**src/rtl/iq_rx_scheduler_if.sv**
```systemverilog
// Bus bundle between the RX IQ scheduler, the DDC sample sources and the MCU interface FSM.
// slave = scheduler view, master = source/requester view.
interface iq_rx_scheduler_if #(
  parameter int DATA_W = 24,
  parameter int CNT_W  = 16
);
  logic                     rx1_en;
  logic                     rx2_en;
  logic signed [DATA_W-1:0] rx1_i;
  logic signed [DATA_W-1:0] rx1_q;
  logic                     rx1_valid;
  logic signed [DATA_W-1:0] rx2_i;
  logic signed [DATA_W-1:0] rx2_q;
  logic                     rx2_valid;
  logic                     read_req;
  logic signed [DATA_W-1:0] out_i;
  logic signed [DATA_W-1:0] out_q;
  logic                     out_ch;
  logic                     out_valid;
  logic                     out_empty;
  logic                     overrun;
  logic                     overrun_clr;
  logic [CNT_W-1:0]         overrun_cnt;

  modport slave (
    input  rx1_en, rx2_en, rx1_i, rx1_q, rx1_valid, rx2_i, rx2_q, rx2_valid,
    input  read_req, overrun_clr,
    output out_i, out_q, out_ch, out_valid, out_empty, overrun, overrun_cnt
  );

  modport master (
    output rx1_en, rx2_en, rx1_i, rx1_q, rx1_valid, rx2_i, rx2_q, rx2_valid,
    output read_req, overrun_clr,
    input  out_i, out_q, out_ch, out_valid, out_empty, overrun, overrun_cnt
  );
endinterface

```
**src/rtl/iq_rx_scheduler.sv**
```systemverilog
// Per-channel IQ FIFOs for RX1/RX2 with frame-ordered readout (RX1 then RX2) toward the MCU bus.
// Define IQ_SCHED_OVERRUN_CNT_EN to build the saturating dropped-pair counter on overrun_cnt.
module iq_rx_scheduler #(
  parameter int DATA_W = 24,
  parameter int DEPTH  = 8,
  parameter int CNT_W  = 16
) (
  input  logic clk_in,
  input  logic reset_in,
  iq_rx_scheduler_if.slave bus
);
  localparam int AW = $clog2(DEPTH);
  localparam int PW = AW + 1;

  typedef enum logic {S_RX1 = 1'b0, S_RX2 = 1'b1} state_t;
  state_t state, state_nxt;

  logic [1:0]          en, vld, empty, full, pop, push, drop;
  logic [2*DATA_W-1:0] wdata [2];
  logic [2*DATA_W-1:0] mem   [2][DEPTH];
  logic [PW-1:0]       wr_ptr [2];
  logic [PW-1:0]       rd_ptr [2];
  logic                sel;
  logic [2*DATA_W-1:0] rdata;

  assign en       = {bus.rx2_en, bus.rx1_en};
  assign vld      = {bus.rx2_valid, bus.rx1_valid};
  assign wdata[0] = {bus.rx1_i, bus.rx1_q};
  assign wdata[1] = {bus.rx2_i, bus.rx2_q};

  // A disabled RX2 slot falls back to RX1 in the same cycle it is requested.
  always_comb begin
    sel = (state == S_RX2) && bus.rx2_en;
    for (int c = 0; c < 2; c++) begin
      empty[c] = (wr_ptr[c] == rd_ptr[c]);
      full[c]  = (wr_ptr[c][PW-1] != rd_ptr[c][PW-1]) &&
                 (wr_ptr[c][AW-1:0] == rd_ptr[c][AW-1:0]);
      pop[c]   = bus.read_req && (int'(sel) == c) && !empty[c];
      push[c]  = vld[c] && en[c] && (!full[c] || pop[c]);
      drop[c]  = vld[c] && en[c] && full[c] && !pop[c];
    end
    rdata = mem[sel][rd_ptr[sel][AW-1:0]];
  end

  always_ff @(posedge clk_in) begin
    for (int c = 0; c < 2; c++) begin
      if (reset_in || !en[c]) begin
        wr_ptr[c] <= '0;
        rd_ptr[c] <= '0;
      end else begin
        if (push[c]) wr_ptr[c] <= wr_ptr[c] + PW'(1);
        if (pop[c])  rd_ptr[c] <= rd_ptr[c] + PW'(1);
      end
    end
  end

  always_ff @(posedge clk_in) begin
    for (int c = 0; c < 2; c++) begin
      if (push[c]) mem[c][wr_ptr[c][AW-1:0]] <= wdata[c];
    end
  end

  always_ff @(posedge clk_in) begin
    if (reset_in) state <= S_RX1;
    else          state <= state_nxt;
  end

  always_comb begin
    state_nxt = state;
    if (bus.read_req) begin
      state_nxt = (!sel && bus.rx2_en) ? S_RX2 : S_RX1;
    end else if (state == S_RX2 && !bus.rx2_en) begin
      state_nxt = S_RX1;
    end
  end

  // Output register stage: request in cycle t, pair presented in t+1.
  always_ff @(posedge clk_in) begin
    if (reset_in) begin
      bus.out_valid <= 1'b0;
      bus.out_ch    <= 1'b0;
      bus.out_empty <= 1'b0;
      bus.out_i     <= '0;
      bus.out_q     <= '0;
    end else begin
      bus.out_valid <= bus.read_req;
      if (bus.read_req) begin
        bus.out_ch    <= sel;
        bus.out_empty <= empty[sel];
        bus.out_i     <= empty[sel] ? '0 : rdata[2*DATA_W-1:DATA_W];
        bus.out_q     <= empty[sel] ? '0 : rdata[DATA_W-1:0];
      end
    end
  end

  always_ff @(posedge clk_in) begin
    if (reset_in)             bus.overrun <= 1'b0;
    else if (|drop)           bus.overrun <= 1'b1;
    else if (bus.overrun_clr) bus.overrun <= 1'b0;
  end

`ifdef IQ_SCHED_OVERRUN_CNT_EN
  function automatic logic [CNT_W-1:0] sat_add(input logic [CNT_W-1:0] a, input logic [1:0] b);
    logic [CNT_W:0] s;
    s = {1'b0, a} + (CNT_W+1)'(b);
    return s[CNT_W] ? {CNT_W{1'b1}} : s[CNT_W-1:0];
  endfunction

  logic [CNT_W-1:0] cnt;
  logic [1:0]       n_drop;
  assign n_drop = {1'b0, drop[0]} + {1'b0, drop[1]};

  // A clear in the same cycle as a drop restarts the count from that drop.
  always_ff @(posedge clk_in) begin
    if (reset_in)             cnt <= '0;
    else if (bus.overrun_clr) cnt <= sat_add('0, n_drop);
    else                      cnt <= sat_add(cnt, n_drop);
  end
  assign bus.overrun_cnt = cnt;
`else
  assign bus.overrun_cnt = {CNT_W{1'b0}};
`endif
endmodule

```
**src/flat_wrapper.sv**
```systemverilog
// flat-port wrapper written by rule: the top's interface ports become plain ports
module iq_rx_scheduler_flat 
#(
  parameter int DATA_W = 24,
  parameter int DEPTH  = 8,
  parameter int CNT_W  = 16
)
  (clk_in, reset_in, bus_rx1_en, bus_rx2_en, bus_rx1_i, bus_rx1_q, bus_rx1_valid, bus_rx2_i, bus_rx2_q, bus_rx2_valid, bus_read_req, bus_overrun_clr, bus_out_i, bus_out_q, bus_out_ch, bus_out_valid, bus_out_empty, bus_overrun, bus_overrun_cnt);
  iq_rx_scheduler_if #(.DATA_W(DATA_W), .CNT_W(CNT_W)) bus_i ();
  input  logic clk_in;
  input  logic reset_in;
  input wire logic [$bits(bus_i.rx1_en)-1:0] bus_rx1_en;
  input wire logic [$bits(bus_i.rx2_en)-1:0] bus_rx2_en;
  input wire logic [$bits(bus_i.rx1_i)-1:0] bus_rx1_i;
  input wire logic [$bits(bus_i.rx1_q)-1:0] bus_rx1_q;
  input wire logic [$bits(bus_i.rx1_valid)-1:0] bus_rx1_valid;
  input wire logic [$bits(bus_i.rx2_i)-1:0] bus_rx2_i;
  input wire logic [$bits(bus_i.rx2_q)-1:0] bus_rx2_q;
  input wire logic [$bits(bus_i.rx2_valid)-1:0] bus_rx2_valid;
  input wire logic [$bits(bus_i.read_req)-1:0] bus_read_req;
  input wire logic [$bits(bus_i.overrun_clr)-1:0] bus_overrun_clr;
  output wire logic [$bits(bus_i.out_i)-1:0] bus_out_i;
  output wire logic [$bits(bus_i.out_q)-1:0] bus_out_q;
  output wire logic [$bits(bus_i.out_ch)-1:0] bus_out_ch;
  output wire logic [$bits(bus_i.out_valid)-1:0] bus_out_valid;
  output wire logic [$bits(bus_i.out_empty)-1:0] bus_out_empty;
  output wire logic [$bits(bus_i.overrun)-1:0] bus_overrun;
  output wire logic [$bits(bus_i.overrun_cnt)-1:0] bus_overrun_cnt;
  assign bus_i.rx1_en = bus_rx1_en;
  assign bus_i.rx2_en = bus_rx2_en;
  assign bus_i.rx1_i = bus_rx1_i;
  assign bus_i.rx1_q = bus_rx1_q;
  assign bus_i.rx1_valid = bus_rx1_valid;
  assign bus_i.rx2_i = bus_rx2_i;
  assign bus_i.rx2_q = bus_rx2_q;
  assign bus_i.rx2_valid = bus_rx2_valid;
  assign bus_i.read_req = bus_read_req;
  assign bus_i.overrun_clr = bus_overrun_clr;
  assign bus_out_i = bus_i.out_i;
  assign bus_out_q = bus_i.out_q;
  assign bus_out_ch = bus_i.out_ch;
  assign bus_out_valid = bus_i.out_valid;
  assign bus_out_empty = bus_i.out_empty;
  assign bus_overrun = bus_i.overrun;
  assign bus_overrun_cnt = bus_i.overrun_cnt;
  iq_rx_scheduler #(.DATA_W(DATA_W), .DEPTH(DEPTH), .CNT_W(CNT_W)) u_core (.clk_in(clk_in), .reset_in(reset_in), .bus(bus_i));
endmodule
```
**config.mk**
```make
export PLATFORM = sky130hd
export DESIGN_NAME = iq_rx_scheduler_flat
export DESIGN_NICKNAME = d
export VERILOG_FILES = /design/src/rtl/iq_rx_scheduler_if.sv /design/src/rtl/iq_rx_scheduler.sv /design/src/flat_wrapper.sv
export SDC_FILE = /design/constraint.sdc
export NUM_CORES = 1
export LEC_CHECK = 0
export ABC_AREA = 0
export ABC_CLOCK_PERIOD_IN_PS = 5400
export CAP_MARGIN = 20
export CORE_MARGIN = 4
export CORE_UTILIZATION = 54
export DETAILED_ROUTE_END_ITERATION = 6
export PLACE_DENSITY = 0.79
export SYNTH_ARGS = -nofsm -noshare
export SYNTH_HDL_FRONTEND = slang
export SYNTH_SLANG_ARGS = --single-unit
```
**constraint.sdc**
```tcl
create_clock -name clk_in -period 5.4 [get_ports clk_in]
set_input_delay 0.81 -clock clk_in [delete_from_list [all_inputs] [get_ports clk_in]]
set_output_delay 0.81 -clock clk_in [all_outputs]
set_load 0.05 [all_outputs]
```
==> reports/results.ini, run 1 <==
[sta]
setup_viol = 0
hold_viol = 0
drv_slew = 0
fin_setup_tns_ps = 0
rsz0062_at_grt = false
finalCritPeriodShare_pct = 63.6
tightest_slew_ps = 1060
timing.slew.headroom_pct = 29.4
finClkSkew_ps = 22.7
fmax_mhz = 291
min_period_ps = 3440

[synth]
synth_seq_cells = 837
ys_async_sr_fraction_pct = 0
synth-edff-count = 784
synth_cells = 1741
yosysSeqAreaShare_pct = 76.2
synth_top_area_share_pct = 73.0
netlist_top_cells_area = edfxtp_1, mux2_2, mux2i_1
synth_area_um2 = 32300
synth_cell_types = 42
synthFlopType = edfxtp_1
synth_top_cell_by_area = edfxtp_1
avgSynthCellArea_um2 = 18.5
yosysWarningCount = 0

[finish]
area_growth_pct = 16.0
antenna_cells = 0
final.fill_count = 3874
nNetsFinal = 2030
final_common_cell = edfxtp_1
drive_above_1_share_pct = 20.2
layout_common_cells = edfxtp_1, mux2i_1, mux2_2

[grt]
grt_pass1_wl_um = 112000
grt-ovfl-total = 0
antenna_found_initial = 2
grt_pass1_vias = 17400
grt_max_degree = 148
grt_usage_pct = 23.6

[clock_tree]
cts_tree = done
cts_buffers = 82
cts.clk_slew.worst_paths_ps = 60
worstSkewPairLatency_ps = 630
cts_hold_buf = 0
clk_path_buf_depth = 3
h-tree-depth = 3
post-cts-setup-buffers = 0
cts_root_buf = clkbuf_16
cts.sinks = 837
cts_resized = 0

[worst_setup_path]
cp-start-kind = input port
r2r_cells = 6
crit_fanout = 24
cp.arrival_ps = 3730
slowest_stage = nor2_4
path_delay_family = buffers and inverters
critPathRequiredTime_ps = 5700
max_stage_delay_ps = 870
end_kind = flop
critPathKind = in2reg
cp.depth = 6
path_cells = clkdlybuf4s50_1 > a21oi_1 > a21o_1 > or2_1 > nor2_4 > buf_4
worst-path-buf-inv = 2

[routing]
num_vias = 17300
wirelength_um = 76400
dr.pass1.iters = 5
drt-wirelength-per-cell_um = 27.6
ant_nets = 0
drt_iter0_markers = 1932
vias_per_cell = 6.27
drc_errors = 0

[power_and_ir_drop]
power.density_nw_per_um2 = 379
power.total_uw = 14200
leakage_uw = 0.0120
peakVddDrop_mv = 0.320

[status]
status = finished, final reports clean

[floorplanning]
initial_core_util_pct = 54.6
rows = 89
dieArea_um2 = 63700
die_height_um = 252
io_pins = 172
die_width_um = 252
core-area_um2 = 59100

[worst_hold_path]
min_delay_path_depth = 1
hold_class = reg2reg

[place]
routabilityCongestion = 0.835
port_buffers = 155
place.detailed.hpwl_um = 44500

[job]
cap_violations = 0

## flip-flops by register name, summed over array words and instances (netlist names)
| signal | count |
|---|---|
| u_core.mem | 768 |
| u_core.bus.out_i | 24 |
| u_core.bus.out_q | 24 |
| u_core.rd_ptr | 8 |
| u_core.wr_ptr | 8 |
| u_core.bus.out_ch | 1 |
| u_core.bus.out_empty | 1 |
| u_core.bus.out_valid | 1 |
| u_core.bus.overrun | 1 |
| u_core.state | 1 |
## power breakdown
| group | switching, uW | internal [uW] |
|---|---|---|
| combinational | 757 | 456 |
| clock | 2350 | 3290 |
| sequential | 81.0 | 7240 |
| total | 3190 | 11000 |
## routing by layer
layer | global-route usage [%] | wire length, um | vias to the layer above | share of wire (%)
met5 | 0 | 22 | - | 0.029
met3 | 5.03 | 6920 | 145 | 9.1
met2 | 37.4 | 36300 | 914 | 47
met1 | 33.3 | 31100 | 8898 | 41
li1 | - | - | 7380 | -
met4 | 7.84 | 2110 | 4 | 2.8
## cell type report
class                           instances  area, um^2  share of cell area [%]
Clock buffer                          112        2270                    6.05
Clock inverter                         41         414                    1.11
Inverter                                3        11.3                  0.0301
Multi-Input combinational cell        799        7230                    19.3
Sequential cell                       837       24600                    65.7
Tap cell                              773         967                    2.58
Timing Repair Buffer                  199        1940                    5.19
## logic make-up after synthesis
logic type | count (synthesis) | synth area share (%)
flip-flops | 837 | 76.2
buffers and inverters | 120 | 2.01
multiplexers | 385 | 12.7
AO/OA/AOI/OAI | 248 | 6.50
adder cells (fa/ha/maj) | 4 | 0.155
AND/OR/NAND/NOR | 129 | 1.94
other | 1 | 0.0116
XOR/XNOR | 17 | 0.461
## cells in the mapped netlist (2+ instances only)
cell type,n
edfxtp_1,784
mux2i_1,193
mux2_2,192
o22ai_1,96
nor2_1,72
buf_2,53
dfxtp_1,53
a22o_1,48
a32o_1,48
a221oi_1,28
clkbuf_1,28
buf_4,27
a221oi_2,20
xor2_1,11
nand2_1,10
nor3_1,9
nand2b_1,8
nand3_1,7
xnor2_1,6
buf_1,5
buf_6,4
ha_1,4
a21oi_1,3
inv_1,3
nand3b_1,3
nor2b_1,3
nor3_2,3
a21o_1,2
and2_1,2
nand4_1,2
nor3b_1,2
nor3b_2,2
## metrics by stage
step / instances / utilization [%] / hold slack [ps] / setup WS, ps / instance area, um^2
final: 2764 / 63.3 / 477 / 1960 / 37400
after global placement: 2610 / 58.8 / 457 / 1470 / 34700
after detailed placement: 2610 / 58.8 / 465 / 1350 / 34700
after floorplan: 1756 / - / 587 / 74.1 / 32300
after CTS: 2763 / 63.3 / 480 / 2000 / 37400
after global routing: 2764 / 63.3 / 503 / 1850 / 37400
## worst reg2reg max path, delay by kind of cell (launching register included)
family                 cells  cell delay [ps]
AND/OR/NAND/NOR            1              140
flip-flops                 1              430
multiplexers               1              440
buffers and inverters      2             1680
AO/OA/AOI/OAI              2              430
## worst paths after layout
| path | startpoint | end | slack (ps) |
|---|---|---|---|
| worst max-delay path | bus_read_req | u_core.mem[1][99]$_DFFE_PP_ | 1960 |
| worst min-delay path | u_core.bus.out_q[4]$_SDFFE_PP0P_ | u_core.bus.out_q[4]$_SDFFE_PP0P_ | 480 |
| worst max register to register | u_core.rd_ptr[0][0]$_SDFFCE_PN0P_ | u_core.bus.out_i[7]$_SDFFE_PP0P_ | 2160 |
| worst min register to register | u_core.bus.out_q[4]$_SDFFE_PP0P_ | u_core.bus.out_q[4]$_SDFFE_PP0P_ | 480 |
No activity file was read; power rests on OpenSTA's default activity.
==> run 2, diff against run 1 <==
--- a/config.mk
+++ b/config.mk
@@ -6,7 +6,7 @@
 export NUM_CORES = 1
 export LEC_CHECK = 0
 export ABC_AREA = 0
-export ABC_CLOCK_PERIOD_IN_PS = 5400
+export ABC_CLOCK_PERIOD_IN_PS = 2800
 export CAP_MARGIN = 20
 export CORE_MARGIN = 4
 export CORE_UTILIZATION = 54
==> constraint.sdc (replaced) <==
create_clock -name clk_in -period 2.8 [get_ports clk_in]
set_input_delay 0.42 -clock clk_in [delete_from_list [all_inputs] [get_ports clk_in]]
set_output_delay 0.42 -clock clk_in [all_outputs]
set_load 0.05 [all_outputs]
==> run 2 against run 1 <==
- worst hold slack lost 3.9 ps
- global-route usage increased by 0.94 points
- sequential share of layout area down 1.3 points
- final area rose by 2.0%
- clock skew is essentially flat
- die area stayed put
- setup slack worse by 1600 ps
- clock power up 95%
- total power rose by 94%
- core utilization rose by 1.3 points
- critical endpoint is now u_core.mem[1][353]$_DFFE_PP_
- largest power group unchanged
==> reports/results.ini, run 2 (synthesized netlist as in run 1, its figures left out) <==
[clock_tree]
cts_buffers = 81
cts.sinks = 837
cts_hold_buf = 0
clk_path_buf_depth = 3
worstSkewPairLatency_ps = 630
cts_root_buf = clkbuf_16
cts_tree = done
h-tree-depth = 3
cts_resized = 0
cts.clk_slew.worst_paths_ps = 60
post-cts-setup-buffers = 0

[worst_setup_path]
r2r-start = u_core.rd_ptr[1][1]$_SDFFCE_PN0P_
crit_fanout = 25
path_cells = xor2_1 > nor3_1 > a21o_1 > nand2b_2 > nor3_4 > buf_12
setup.worst_path.end = u_core.mem[1][353]$_DFFE_PP_
slowest_stage = edfxtp_1
critPathKind = reg2reg
end_kind = flop
cp-start-kind = flop
max_stage_delay_ps = 570
startpoint = u_core.rd_ptr[1][1]$_SDFFCE_PN0P_
rrSetupSlack_ps = 380
reg2reg_to = u_core.mem[1][353]$_DFFE_PP_
critPathRequiredTime_ps = 3110
r2r_cells = 6
cp.arrival_ps = 2730

[routing]
wirelength_um = 79700
dr.pass1.iters = 7
num_vias = 17700
drt-wirelength-per-cell_um = 28.6
ant_nets = 0
vias_per_cell = 6.35
drt_iter0_markers = 1783
drc_errors = 0

[sta]
drv_slew = 0
setup_ws_ps = 376
min_period_ps = 2420
setup_viol = 0
tightest_slew_ps = 639
timing.slew.headroom_pct = 57.4
fmax_mhz = 413
rsz0062_at_grt = false
finClkSkew_ps = 23.0
finalCritPeriodShare_pct = 86.6
hold_viol = 0

[power_and_ir_drop]
seq_power_share_pct = 51.2
combPwrFrac_pct = 8.8
leakage_uw = 0.0123
peakVddDrop_mv = 0.503
switching_share_pct = 22.8
clkPwrFrac_pct = 40.0
p_int_uw = 21300
p_switching_uw = 6280
power.density_nw_per_um2 = 721

[finish]
largest_reg_flops = 768
layout_common_cells = edfxtp_1, mux2i_1, mux2_2
drive_above_1_share_pct = 21.8
design_area_um2 = 38200
nNetsFinal = 2056
area_growth_pct = 18.4
post-route-util_pct = 64.6
final_common_cell = edfxtp_1
final.fill_count = 3810

[grt]
grt_usage_pct = 24.6
grt_max_degree = 76
grt-ovfl-total = 0
antenna_found_initial = 5
grt_pass1_vias = 18200
grt_pass1_wl_um = 116000

[job]
cap_violations = 0

[place]
routabilityCongestion = 0.797
port_buffers = 155
place.detailed.hpwl_um = 45500
place_ws_ps = 190
dpl-instance-area_um2 = 35500

[floorplanning]
rows = 89
die_width_um = 252
initial_core_util_pct = 54.6
core-area_um2 = 59100
io_pins = 172
die_height_um = 252
dieArea_um2 = 63700

[worst_hold_path]
hold_class = reg2reg
hold_start = u_core.bus.out_q[20]$_SDFFE_PP0P_

[status]
status = finished, final reports clean

-- run 2: cell count changes in the layout (fill, tap and decap cells not counted), moves of 3 or more --
cell / change
clkinv_2: +7
buf_4: -12
nor3_2: -3
clkbuf_1: -6
nor3_4: +3
buf_12: +39
-- run 2: final cells by class --
| type | count | area (um^2) | area share (%) |
|---|---|---|---|
| clock buffer | 106 | 2250 | 5.90 |
| inverter | 3 | 11.3 | 0.0295 |
| tap | 773 | 967 | 2.53 |
| antenna | 2 | 5.00 | 0.0131 |
| sequential | 837 | 24600 | 64.4 |
| multi-input combinational | 799 | 7270 | 19.0 |
| timing repair buffer | 226 | 2640 | 6.90 |
| clock inverter | 45 | 448 | 1.17 |
-- run 2: power by group through the flow --
stage | Clock [uW] | Sequential (uW) | Combinational, uW
after floorplan | 0 | 14600 | 1180
after global placement | 0 | 14400 | 2330
after detailed placement | 0 | 14400 | 2400
after CTS | 11100 | 14100 | 2420
after global routing | 11600 | 14100 | 2540
final | 11000 | 14100 | 2430
-- run 2: worst max-delay path: cells and delay by family, from the launching register on --
kind	cells	cell delay [ps]
and+or+nand+nor	3	750
DFF	1	570
xor gates and xnor gates	1	300
buffers and inverters	1	250
AOI/OAI and AO/OA	1	230
-- run 2: per-layer routing --
metal | routed length (um) | vias up | global-route usage [%] | share of wire (%)
met3 | 7090 | 131 | 4.85 | 8.9
met5 | 41 | - | 0 | 0.051
met4 | 1910 | 6 | 7.23 | 2.4
met2 | 39500 | 1010 | 40.9 | 50
met1 | 31200 | 9135 | 33.4 | 39
li1 | - | 7452 | - | -
-- run 2: worst min-delay path by stage --
stage | end | slack, ps | cells past startpoint
final | u_core.bus.out_q[20]$_SDFFE_PP0P_ | 470 | 1
after global routing | u_core.bus.out_q[22]$_SDFFE_PP0P_ | 500 | 1
after CTS | u_core.bus.out_q[20]$_SDFFE_PP0P_ | 470 | 1
after detailed placement | u_core.bus.out_q[14]$_SDFFE_PP0P_ | 460 | 1
after global placement | u_core.bus.out_i[3]$_SDFFE_PP0P_ | 460 | 1
after floorplan | u_core.bus.out_empty$_SDFFE_PP0P_ | 490 | 1
-- run 2: per-stage QoR --
step	cells	hold WS [ps]	power, uW	setup TNS [ps]
5_1_grt	2791	498	28300	0
6_report	2791	473	27500	0
2_1_floorplan	1756	492	15800	-74680
3_5_place_dp	2638	463	16800	0
4_1_cts	2789	469	27600	0
3_3_place_gp	2638	465	16700	0
